[config.mk]
export PLATFORM = sky130hd
export DESIGN_NAME = fetch_decode_fifo
export DESIGN_NICKNAME = d
export VERILOG_FILES = /design/src/rtl/fetch_decode_fifo_pkg.sv /design/src/rtl/fetch_decode_fifo_popcount_prefix.sv /design/src/rtl/fetch_decode_fifo.sv
export SDC_FILE = /design/constraint.sdc
export NUM_CORES = 2
export LEC_CHECK = 0
export ABC_AREA = 1
export CORE_ASPECT_RATIO = 0.9
export CORE_MARGIN = 2
export CORE_UTILIZATION = 28
export DETAILED_ROUTE_END_ITERATION = 8
export PLACE_DENSITY = 0.44
export SYNTH_ARGS = -nofsm -noshare
export SYNTH_HDL_FRONTEND = slang
export SYNTH_HIERARCHICAL = 1
export SYNTH_SLANG_ARGS = --single-unit
[constraint.sdc]
create_clock -name clk -period 9.9 [get_ports clk]
set_clock_uncertainty 0.1 [all_clocks]
set_input_delay 1.98 -clock clk [delete_from_list [all_inputs] [get_ports clk]]
set_output_delay 1.98 -clock clk [all_outputs]
set_load 0.03 [all_outputs]
[src/rtl/fetch_decode_fifo_pkg.sv]
// Shared fetch/decode configuration: widths, FIFO depth and the fetch->decode payload.
// Also holds a small mask helper used by the FIFO's protocol checks.
package fetch_decode_fifo_pkg;

  localparam int unsigned FETCH_WIDTH            = 4;
  localparam int unsigned DECODE_WIDTH           = 2;
  localparam int unsigned FETCH_DECODE_FIFO_SIZE = 16;

  typedef struct packed {
    logic [31:0] pc;
    logic [31:0] value;
    logic        has_exception;
  } fetch_decode_pack_t;

  // True when the set bits of m form a contiguous run starting at bit 0.
  function automatic logic is_prefix_mask(input logic [31:0] m);
    return (m & (m + 32'd1)) == '0;
  endfunction

endpackage

[src/rtl/fetch_decode_fifo_popcount_prefix.sv]
// popcount_prefix: number of contiguous ones in bits_i counted upward from bit 0.
module popcount_prefix #(
  parameter int unsigned WIDTH = 4,
  localparam int unsigned CW   = $clog2(WIDTH + 1)
) (
  input  logic [WIDTH-1:0] bits_i,
  output logic [CW-1:0]    count_o
);

  logic run;

  always_comb begin
    count_o = '0;
    run     = 1'b1;
    for (int unsigned i = 0; i < WIDTH; i++) begin
      run = run & bits_i[i];
      if (run) count_o = count_o + CW'(1);
    end
  end

endmodule

[src/rtl/fetch_decode_fifo.sv]
// Multi-ported in-order fetch->decode FIFO with prefix push/pop and flush.
// Define FETCH_DECODE_FIFO_PERF_EN to add the full/empty cycle counters.
module fetch_decode_fifo
  import fetch_decode_fifo_pkg::*;
#(
  parameter int unsigned DEPTH      = FETCH_DECODE_FIFO_SIZE,
  parameter int unsigned PUSH_WIDTH = FETCH_WIDTH,
  parameter int unsigned POP_WIDTH  = DECODE_WIDTH
) (
  input  logic                                 clk,
  input  logic                                 rst,
  input  fetch_decode_pack_t [PUSH_WIDTH-1:0]  data_in,
  input  logic [PUSH_WIDTH-1:0]                data_in_valid,
  input  logic                                 push,
  output logic [PUSH_WIDTH-1:0]                data_in_space,
  output fetch_decode_pack_t [POP_WIDTH-1:0]   data_out,
  output logic [POP_WIDTH-1:0]                 data_out_valid,
  input  logic [POP_WIDTH-1:0]                 data_pop_valid,
  input  logic                                 pop,
  input  logic                                 flush,
  output logic                                 full,
  output logic                                 empty
`ifdef FETCH_DECODE_FIFO_PERF_EN
  ,
  output logic [63:0]                          perf_full_cycles,
  output logic [63:0]                          perf_empty_cycles
`endif
);

  localparam int unsigned AW  = $clog2(DEPTH);
  localparam int unsigned PW  = AW + 1;
  localparam int unsigned PCW = $clog2(PUSH_WIDTH + 1);
  localparam int unsigned QCW = $clog2(POP_WIDTH + 1);

  fetch_decode_pack_t mem_q [DEPTH];

  logic [PW-1:0]  rptr_q, rptr_d;
  logic [PW-1:0]  wptr_q, wptr_d;
  logic [PW-1:0]  count;
  logic [PW-1:0]  free_cnt;
  logic [PCW-1:0] push_run, push_cnt;
  logic [QCW-1:0] pop_run, pop_cnt;

  // Pointers carry a wrap bit, so plain subtraction yields 0..DEPTH.
  assign count    = wptr_q - rptr_q;
  assign free_cnt = PW'(DEPTH) - count;
  assign full     = (count == PW'(DEPTH));
  assign empty    = (count == '0);

  always_comb begin
    data_in_space = '0;
    for (int unsigned i = 0; i < PUSH_WIDTH; i++) begin
      data_in_space[i] = (free_cnt > PW'(i));
    end
  end

  always_comb begin
    data_out_valid = '0;
    data_out       = '0;
    for (int unsigned i = 0; i < POP_WIDTH; i++) begin
      data_out_valid[i] = (count > PW'(i));
      data_out[i]       = mem_q[AW'(rptr_q + PW'(i))];
    end
  end

  popcount_prefix #(.WIDTH(PUSH_WIDTH)) u_push_cnt (
    .bits_i  (data_in_valid & data_in_space),
    .count_o (push_run)
  );

  popcount_prefix #(.WIDTH(POP_WIDTH)) u_pop_cnt (
    .bits_i  (data_pop_valid & data_out_valid),
    .count_o (pop_run)
  );

  // Flush suppresses both strobes so storage and pointers see no traffic.
  assign push_cnt = (push && !flush) ? push_run : '0;
  assign pop_cnt  = (pop  && !flush) ? pop_run  : '0;

  always_comb begin
    rptr_d = rptr_q + PW'(pop_cnt);
    wptr_d = wptr_q + PW'(push_cnt);
    if (flush) begin
      rptr_d = '0;
      wptr_d = '0;
    end
  end

  always_ff @(posedge clk or posedge rst) begin
    if (rst) begin
      rptr_q <= '0;
      wptr_q <= '0;
    end else begin
      rptr_q <= rptr_d;
      wptr_q <= wptr_d;
    end
  end

  always_ff @(posedge clk) begin
    for (int unsigned i = 0; i < PUSH_WIDTH; i++) begin
      if (PCW'(i) < push_cnt) begin
        mem_q[AW'(wptr_q + PW'(i))] <= data_in[i];
      end
    end
  end

`ifdef FETCH_DECODE_FIFO_PERF_EN
  logic [63:0] perf_full_q, perf_empty_q;

  always_ff @(posedge clk or posedge rst) begin
    if (rst) begin
      perf_full_q  <= '0;
      perf_empty_q <= '0;
    end else begin
      perf_full_q  <= perf_full_q + 64'(full);
      perf_empty_q <= perf_empty_q + 64'(empty);
    end
  end

  assign perf_full_cycles  = perf_full_q;
  assign perf_empty_cycles = perf_empty_q;
`endif

`ifndef SYNTHESIS
  always_ff @(posedge clk) begin
    if (!rst) begin
      assert (is_prefix_mask(32'(data_in_valid)));
      assert (is_prefix_mask(32'(data_pop_valid)));
      assert (count <= PW'(DEPTH));
    end
  end
`endif

endmodule

==> flow_metrics.env <==
export IMPL_syn2layout_area_growth_pct=12.6
export IMPL_async_reset_ff_frac=0.00952
export IMPL_worst_slew_pin_slew_ps=1440
export IMPL_wire_per_inst_um=31.2
export IMPL_arrival_ps=6090
export IMPL_drc=0
export IMPL_crit_slowest_cell="dfrtp_4"
export IMPL_path_delay_family="buffers and inverters"
export IMPL_setup_tns_ps=0
export IMPL_yosys_warnings=6
export IMPL_ir_drop_mv=0.361
export IMPL_cp_buffers_inverters=4
export IMPL_setup_viol=0
export IMPL_synth_cell_types=37
export IMPL_synth_fp_nets=13800
export IMPL_synthCells=13500
export IMPL_period_minus_slack_ps=8170
export IMPL_fmax_mhz=122
export IMPL_relSlewSlack=0.0265
export IMPL_clk_latency_ps=830
export IMPL_rsz0062_at_grt="false"
export IMPL_cp_max_fo=231
export IMPL_yosys_area_top_type="edfxtp_1"
export IMPL_slew_viol_final=0
export IMPL_cts_resized=0
export IMPL_grt_pass1_vias=87400
export IMPL_grt_max_degree=237
export IMPL_drt_initial_drc_count=15400
export IMPL_crit_required_ps=7820
export IMPL_grt_overflow=0
export IMPL_holdBufCountCts=0
export IMPL_clockBufferDepth=3
export IMPL_p_leak_nw=39.5
export IMPL_synth_edf_count=1040
export IMPL_synth_seq_cells=1050
export IMPL_post_cts_buffers=0
export IMPL_n_fill_cell=33700
export IMPL_cts_tree="yes"
export IMPL_final_nets=13200
export IMPL_period_share=0.825
export IMPL_seq_area_frac_synth=0.361
export IMPL_final_common_cell="nand2_1"
export IMPL_io_pins=409
export IMPL_min_delay_start="wptr_q[4]"
export IMPL_gp_congestion=0.866
export IMPL_status="finished clean"
export IMPL_drive_above_1_share=0.0387
export IMPL_grt_pass1_wl_um=730000
export IMPL_final_cells=17200
export IMPL_fp_row_count=194
export IMPL_crit_type="reg -> out"
export IMPL_worstSetupEndpointType="primary output"
export IMPL_dp_final_hpwl_um=302000
export IMPL_wl_um=536000
export IMPL_dp_cells=16900
export IMPL_r2r_start="rptr_q[3]"
export IMPL_avgSynthCellArea_sq_um=6.44
export IMPL_clk_pin_slew_worst_paths_ps=60
export IMPL_initial_core_util=0.281
export IMPL_cts_sinks=1050
export IMPL_maxCapViolCount=0
export IMPL_critical_path_cell_chain="buf_12, buf_12, buf_4, nand2_1, o21ai_0, nand2_1, o21ai_0, o21ai_0, o21ai_0, clkdlybuf4s50_1"
export IMPL_cts_root_buf="clkbuf_16"
export IMPL_grt_usage=0.327
export IMPL_cts_htree_levels=4
export IMPL_portBuffers=408
export IMPL_p_per_area_mw_per_mm2=181
export IMPL_yosysTopAreaCellShare=0.358
export IMPL_die_h_um=533
export IMPL_critPathLaunchType="flop"
export IMPL_drtPass1Iterations=7
export IMPL_synth_main_ff_cell="edfxtp_1"
export IMPL_layout_common_cells="4023 x nand2_1, 1399 x nand3_1, 1381 x o21ai_0"
export IMPL_dieArea_sq_mm=0.316
export IMPL_worst_path_most_repeated_cell="o21ai_0"
export IMPL_crit_path_max_incr_delay_ps=870
export IMPL_die_width_um=592
export IMPL_cp_startpoint="rptr_q[0]"
export IMPL_vias=98900
export IMPL_syn_area_sq_mm=0.0871
export IMPL_finalHoldViolCount=0
export IMPL_coreArea_sq_mm=0.310
export IMPL_fin_hold_ws_ps=473
export IMPL_hold_class="reg -> reg"
export IMPL_antenna_left=0
export IMPL_yosys_top_cells_area="edfxtp_1 36%, nand2_1 17%, nand3_1 8.1%"
export IMPL_cts_buffers=151
export IMPL_antenna_found_initial=66
export IMPL_via_per_inst=5.75
## Yosys cell counts (all sizes together) (10+ instances only)
cell type     n
nand2      4058
o21ai      1431
nand3      1408
nor2       1288
edfxtp     1040
clkbuf      923
a21oi       902
inv         850
o211ai      733
buf         420
clkinv      141
o22ai       135
nor3         68
o221ai       52
ha           20
dfrtp        10
nand4        10
## registers in the layout (all words and copies together) (netlist names)
name,cells
rptr_q,5
wptr_q,5
mem_q,1040
## cell type report
cell class | instances | area, sq um | share of cell area
clock buffer | 189 | 3960 | 0.0404
tap | 4116 | 5150 | 0.0525
antenna | 20 | 50.0 | 0.000510
sequential | 1050 | 31500 | 0.321
inverter | 991 | 3830 | 0.0390
timing repair buffer | 625 | 5930 | 0.0604
clock inverter | 70 | 569 | 0.00580
multi-input combinational | 10100 | 47100 | 0.480
## final timing paths
check / end / slack, ps / cells after the start
worst min-delay path: wptr_q[4] / 470 / 2
worst max register to register: mem_q[3][22] / 2040 / 28
max in group asynchronous: rptr_q[3] / 7900 / 2
worst min register to register: wptr_q[4] / 470 / 2
min in group asynchronous: rptr_q[1] / 1410 / 2
worst max-delay path: data_out[105] / 1730 / 10
## tightest hold or removal path: stages (launching register included)
cell,delay [ps]
dfrtp_1,370
xnor2_1,80
nor2_1,80
## cell families after synthesis
logic type	count (synthesis)	share of synthesized area
flops	1050	0.361
xor+xnor	13	0.00139
compound gates	3258	0.213
simple gates	6841	0.317
fa+ha+maj	23	0.00356
buf+inv	2334	0.104
## power by group
group / total, W / switching, W / internal, W
Sequential: 0.00531 / 0.000120 / 0.00519
Clock: 0.00538 / 0.00242 / 0.00296
Combinational: 0.00708 / 0.00504 / 0.00204
## metrics by stage
step	util	cell area, sq um	worst slack, ps	total power (W)
2_1_floorplan	-	87100	2020	0.00957
3_3_place_gp	0.302	93500	2480	0.0124
3_5_place_dp	0.302	93500	2400	0.0124
4_1_cts	0.316	98100	1780	0.0177
5_1_grt	0.317	98100	1440	0.0185
6_report	0.317	98100	1730	0.0178
## per-layer routing
metal | wire (um) | share of wire | global-route usage | vias to the layer above
met3 | 61100 | 0.11 | 0.0777 | 1303
met5 | 336 | 0.00063 | 0 | -
met2 | 226000 | 0.42 | 0.485 | 6471
li1 | - | - | - | 44300
met1 | 222000 | 0.41 | 0.450 | 46700
met4 | 26200 | 0.049 | 0.144 | 48
Note: power is estimated with default switching activity, not from simulation.
